`config.mk`:
```
export PLATFORM = sky130hd
export DESIGN_NAME = immed_gen
export DESIGN_NICKNAME = d
export VERILOG_FILES = /design/src/rtl/riscv_pkg.sv /design/src/rtl/immed_decode.sv /design/src/rtl/immed_gen.sv
export SDC_FILE = /design/constraint.sdc
export NUM_CORES = 1
export LEC_CHECK = 0
export ABC_CLOCK_PERIOD_IN_PS = 4500
export CORE_MARGIN = 2
export CORE_UTILIZATION = 40
export CTS_CLUSTER_DIAMETER = 30
export CTS_CLUSTER_SIZE = 20
export DETAILED_ROUTE_END_ITERATION = 7
export PLACE_DENSITY = 0.85
export SYNTH_ARGS = -nofsm -noshare
export SYNTH_HDL_FRONTEND = slang
export SYNTH_SLANG_ARGS = --single-unit
```
`constraint.sdc`:
```
create_clock -name clk -period 4.5 [get_ports clk]
set_input_delay 1.125 -clock clk [delete_from_list [all_inputs] [get_ports clk]]
set_output_delay 1.125 -clock clk [all_outputs]
set_load 0.01 [all_outputs]
```
`src/rtl/riscv_pkg.sv`:
```
// Shared RV32I decode definitions: instruction-class codes and opcode fields.
package riscv_pkg;

  localparam int XLEN = 32;

  typedef enum logic [3:0] {
    IT_LOAD   = 4'd0,
    IT_IMM    = 4'd1,
    IT_STORE  = 4'd2,
    IT_REG    = 4'd3,
    IT_LUI    = 4'd4,
    IT_AUIPC  = 4'd5,
    IT_BRANCH = 4'd6,
    IT_JALR   = 4'd7,
    IT_JAL    = 4'd8
  } inst_type_t;

  // Major opcode field inst[6:0].
  localparam logic [6:0] OP_LOAD   = 7'b0000011;
  localparam logic [6:0] OP_IMM    = 7'b0010011;
  localparam logic [6:0] OP_STORE  = 7'b0100011;
  localparam logic [6:0] OP_REG    = 7'b0110011;
  localparam logic [6:0] OP_LUI    = 7'b0110111;
  localparam logic [6:0] OP_AUIPC  = 7'b0010111;
  localparam logic [6:0] OP_BRANCH = 7'b1100011;
  localparam logic [6:0] OP_JALR   = 7'b1100111;
  localparam logic [6:0] OP_JAL    = 7'b1101111;

endpackage

```
`src/rtl/immed_decode.sv`:
```
// Combinational immediate extraction and sign extension for RV32I formats.
module immed_decode
  import riscv_pkg::*;
#(
  parameter int XLEN = 32
) (
  input  logic [3:0]      instType,
  input  logic [XLEN-1:0] inst,
  output logic [XLEN-1:0] immed
);

  logic sgn;
  assign sgn = inst[31];

  always_comb begin
    immed = 'x;
    case (instType)
      IT_LOAD, IT_IMM, IT_JALR:
        immed = {{20{sgn}}, inst[31:20]};
      IT_STORE:
        immed = {{20{sgn}}, inst[31:25], inst[11:7]};
      IT_BRANCH:
        immed = {{19{sgn}}, inst[31], inst[7], inst[30:25], inst[11:8], 1'b0};
      IT_LUI, IT_AUIPC:
        immed = {inst[31:12], 12'b0};
      IT_JAL:
        immed = {{11{sgn}}, inst[31], inst[19:12], inst[20], inst[30:21], 1'b0};
      // reg type and unused codes carry no immediate
      default:
        immed = 'x;
    endcase
  end

endmodule

```
`src/rtl/immed_gen.sv`:
```
// Decode-stage immediate generator with an ID/EX stall-enabled register copy.
module immed_gen
  import riscv_pkg::*;
#(
  parameter int XLEN = 32
) (
  input  logic            clk,
  input  logic            rst_n,
  input  logic            en,
  input  logic [3:0]      instType,
  input  logic [XLEN-1:0] inst,
  output logic [XLEN-1:0] immed,
  output logic [XLEN-1:0] immed_q
);

  immed_decode #(.XLEN(XLEN)) u_dec (
    .instType (instType),
    .inst     (inst),
    .immed    (immed)
  );

  // X from a reg-type decode is passed through untouched.
  always_ff @(posedge clk or negedge rst_n) begin
    if (!rst_n)  immed_q <= '0;
    else if (en) immed_q <= immed;
  end

endmodule

```
== Word level (Yosys, flattened, before mapping) ==
Cells that the tools add are included.

* Bits in registers: 32
* Input bits: 39
* Output and inout port bits: 64

* Eq/ne operators: 7
* Mux-type cells: 1
* Reductions and logical operators: 3

{| class="wikitable"
|+ Operators by type and width
! kind !! number
|-
| $pmux W32 S5 || 1
|-
| $eq A4 B3 Y1 const B || 4
|-
| $eq A4 B1 Y1 const B || 1
|-
| $eq A4 B2 Y1 const B || 1
|-
| $eq A4 B4 Y1 const B || 1
|-
| $logic_not A4 Y1 || 1
|-
| $reduce_or A3 Y1 || 1
|-
| $reduce_or A2 Y1 || 1
|}

== Logic depth before layout (Yosys ltp) ==
* Depth in word-level cells: 3
* Depth in mapped cells: 5
* Mapped depth without buffers: 3

== Hierarchy ==
From an unflattened synthesis, not the netlist that was laid out.

* Cell total of the unflattened synthesis: 128
* Area, all modules: 1,819.2 sq um

{| class="wikitable"
|+ Modules (own cells, without submodules)
! module !! instances !! cells each !! area an instance (sq um) !! sequential area each (sq um)
|-
| immed_gen || 1 || 68 || 1,345.0 || 800.8
|-
| immed_decode || 1 || 60 || 474.2 || 0.0
|}

== Least setup slack after synthesis ==
No wires, ideal clock.

* Path type: input to output
* Start: in instType[2]
* End: out immed[18]
* Arrival time: 2,072 ps
* Setup slack: 1,303 ps
* Stages: 4
* Path buffers: 1
* Cells stage by stage: or4b_1 -> nand3_2 -> buf_6 -> nand2_1

* Longest elaborated chain between the ends: 3
* Elaborated cells on any way between the ends: 11
* Those cells by class: eq/ne: 7; mux: 1; reduce/logical: 3

{| class="wikitable"
|+ Ends and longest elaborated chain
! element !! line !! RTL
|-
| start, declared || immed_gen.sv:10 || <nowiki>input logic [3:0] instType,</nowiki>
|-
| $eq A4 B1 Y1 (tied with other cells) || immed_decode.sv:17 || <nowiki>case (instType)</nowiki>
|-
| $reduce_or A3 Y1 / $reduce_or A2 Y1 (equally long branches) || immed_decode.sv:17 ||
|-
| $pmux W32 S5 * || immed_decode.sv:17 ||
|-
| end, declared || immed_gen.sv:12 || <nowiki>output logic [XLEN-1:0] immed,</nowiki>
|}

Mark *: on every way between the ends. The rest lies on a longest branch, timed or not. The select of a mux whose other input is x is not followed.

== Worst setup path in the final report ==
* Start: in instType[2]
* End: out immed[15]

Same word-level chain as after synthesis.

==> metrics.md <==
| Metric | Value |
|---|---|
| Nets | between 300 and 400 |
| Switch Pwr | roughly 220 uW |
| Multi-input logic area | ~830 sq um |
| Most common flop cell mapped by yosys | dfrtp_1 |
| RePlAce Congestion | between 0.7 and 0.8 |
| PostCTS Resize Cnt | 0 |
| Main area contributors after synthesis | dfrtp_1, nand2_1, a31oi_1 |
| DRT iter0 DRCs | 87 |
| Hold Path Sink | immed_q[31] |
| Worst skew pair latency | 270 ps |
| Layout cells sized above 1 | between 10% and 20% |
| CP max FO | 16 |
| Number of global-route vias before repair | approximately 1700 |
| Worst Setup Start Kind | primary input |
| Sequential Area | 801 sq um |
| Place WS | roughly 160 ps |
| Crit path top cell by count | clkdlybuf4s50_1 |
| Buffer count from post-CTS setup fixing | 0 |
| Chip Height | ~70 um |
| PD cells | 294 mW/mm^2 |
| Power Total | between 800 and 900 uW |
| Reg2reg setup slack | 3730 ps |
| HP Start | immed_q[31] |
| HP Class | flip-flop to flip-flop |
| Combinational share of power | 32.5% |
| Synth cell count leaders | nand2_1, dfrtp_1, a31oi_1, nor2_1, o21ai_0 |
| Final WL | around 4700 um |
| Mean post-synth cell area | 9.05 sq um |
| Crit path DAT | approximately 3200 ps |
| Slowest cell on the critical path | or4b_1 |
| CP peak stage delay | ~660 ps |
| Die area | between 0.004 and 0.005 sq mm |
| Hold buffers post-CTS | 0 |
| RSZ-0062 raised after global routing | false |
| Initial antenna violation count | 0 |
| Area delta synth->final | 62.8% |
| Most numerous cell in the Yosys netlist | nand2_1 |
| Largest net degree at the start of global routing | slightly below 60 |
| Starting Density | between 40% and 50% |
| Worst Skew | 0 ps |
| Routed Antenna Nets | 0 |
| Actual slew at the worst max-slew pin | around 1100 ps |
| Crit share post-route | a little over nine tenths |
| Clock buffer depth | 2 |
| Total number of vias | 1728 |
| Fmax achieved | around 230 MHz |
| # fillers | 348 |
| Clk pwr share | between 20% and 30% |
| First-pass GRT wire length | slightly below 8000 um |
| GRT Util Overall | 19.8% |
| Via density | between 5 and 6 |
| Seq cells post-synth | 32 |
| Row count | 23 |
| Largest regs | immed_q x32 |
| Gate Count Post-Synth | 190 |
| Fin. Hold Viols | 0 |
| # port buffers | 95 |
| Drt wl/cell | roughly 14 um |
| Ports | 103 |
| Core ar. | roughly 0.004 sq mm |
| TritonCTS clock tree | built |
| Origin of the critical flop-to-flop path | immed_q[7] |
| Final setup fails | 0 |
| DR WL met3 | 310 um |
| CP required | ~3400 ps |
| Worst r2r dst | immed_q[7] |
| Die Span X | ~70 um |
| Number of synthesized flops with an enable pin | 0 |
| Syn nets | ~230 |
| Crit path cell chain | clkdlybuf4s50_1 > or4b_1 > nand3_2 > nand2_1 > clkdlybuf4s50_1 |
| CTS Root Cell | clkbuf_8 |
| Internal power | 599 uW |
| Fin util | between 60% and 70% |
| Cell type with the largest total area after synthesis | dfrtp_1 |
| Clk slew on worst S/H paths | approximately 60 ps |
| Sequential share of power | roughly 41% |
| Status | completed |
| Top routing layer in use | met4 |
| Sw Ratio | 27.1% |
| Met1 WL | slightly above 2000 um |
| Maximum vdd drop | about 0.16 mV |
| Sum of buffers and inverters on the critical path | 2 |
| Synth async-reset ratio | 100% |
| Detailed Routing Iterations Pass 1 | 5 |
| Yosys warns | 0 |
| CP top delay family | buffers and inverters |
| Largest Register | immed_q |
| CTS Buf Count | 5 |
| Crit end category | primary output |
| Register area share after synthesis | a little under half |
| Worst Path Class, Setup | primary input to primary output |
| Slack of the critical path | approximately 150 ps |
| Mapped cell area | ~0.0017 sq mm |
| DRC viols | 0 |
| Largest register FFs | 32 |
| Detailed-placement wirelength estimate | roughly 3500 um |
| Setup TNS | 0 ps |
| Min cycle time layout | around 4300 ps |
| Top cell type's share of synthesized area | between 40% and 50% |
| Worst hold path cell count | 1 |
| Reg2Reg Depth | 1 |
| # Max-Cap Violations | 0 |
| Met2 WL post-DR | between 2000 and 2500 um |
| Diodes inserted | 0 |
| Sink Count | 32 |
| Synth cell types | 29 |
| Slew HR | between 20% and 30% |
| Htree depth | 2 |
| Pleak | ~0.0012 uW |
| Global route overflow | 0 |
| Final Max Tran Viols | 0 |
[placed cells by master (no fill, tap or decap), types with 2 or more instances in the layout]
cell type,n
clkdlybuf4s50_1,94
and2_4,6
clkbuf_8,6
a31oi_1,24
mux2_4,6
dfrtp_1,32
clkbuf_1,2
nor3b_1,4
o211ai_1,2
o21ai_0,13
nor2_1,24
buf_4,9
nand2b_1,4
and2_1,5
nand2_1,41
[layer usage]
layer | global-route usage (%) | vias up
met4 | 7.63 | 0
met3 | 5.09 | 9
li1 | - | 850
met5 | 0 | -
met1 | 24.4 | 794
met2 | 33.2 | 75
[per-stage QoR]
step	cell area [sq um]	hold slack [ps]	instances
after floorplan	1720	539	190
after CTS	2800	513	337
after detailed placement	2710	498	329
after global placement	2710	489	329
after global routing	2800	529	337
final	2800	507	337
[layout make-up]
type	instances	share of cell area, %
Sequential cell	32	28.6
Tap cell	50	2.23
Multi-Input combinational cell	143	29.8
Clock buffer	8	3.22
Timing Repair Buffer	104	36.2
[power by group through the flow]
| stage | logic, uW | clock network, uW | registers [uW] |
|---|---|---|---|
| detailed placement | 269 | 0 | 341 |
| floorplan | 92.8 | 0 | 356 |
| finish | 267 | 220 | 336 |
| CTS | 271 | 227 | 335 |
| global placement | 265 | 0 | 340 |
| global route | 286 | 239 | 340 |
[cell families (layout without fill, tap and decap cells)]
family | count (synthesis) | in the layout | synth area share, %
buffers and inverters | 15 | 112 | 5.02
AOI/OAI and AO/OA | 45 | 45 | 16.1
DFF | 32 | 32 | 46.5
muxes | 7 | 7 | 5.89
and+or+nand+nor | 91 | 91 | 26.4
[how the worst max path moves through the flow]
stage,start,endpoint,depth (start not counted)
3_3_place_gp,instType[2],immed[16],5
5_1_grt,instType[2],immed[15],5
4_1_cts,instType[2],immed[15],5
2_1_floorplan,instType[2],immed[18],4
3_5_place_dp,instType[2],immed[15],5
6_report,instType[2],immed[15],5
Note: power is estimated with default switching activity, not from simulation.
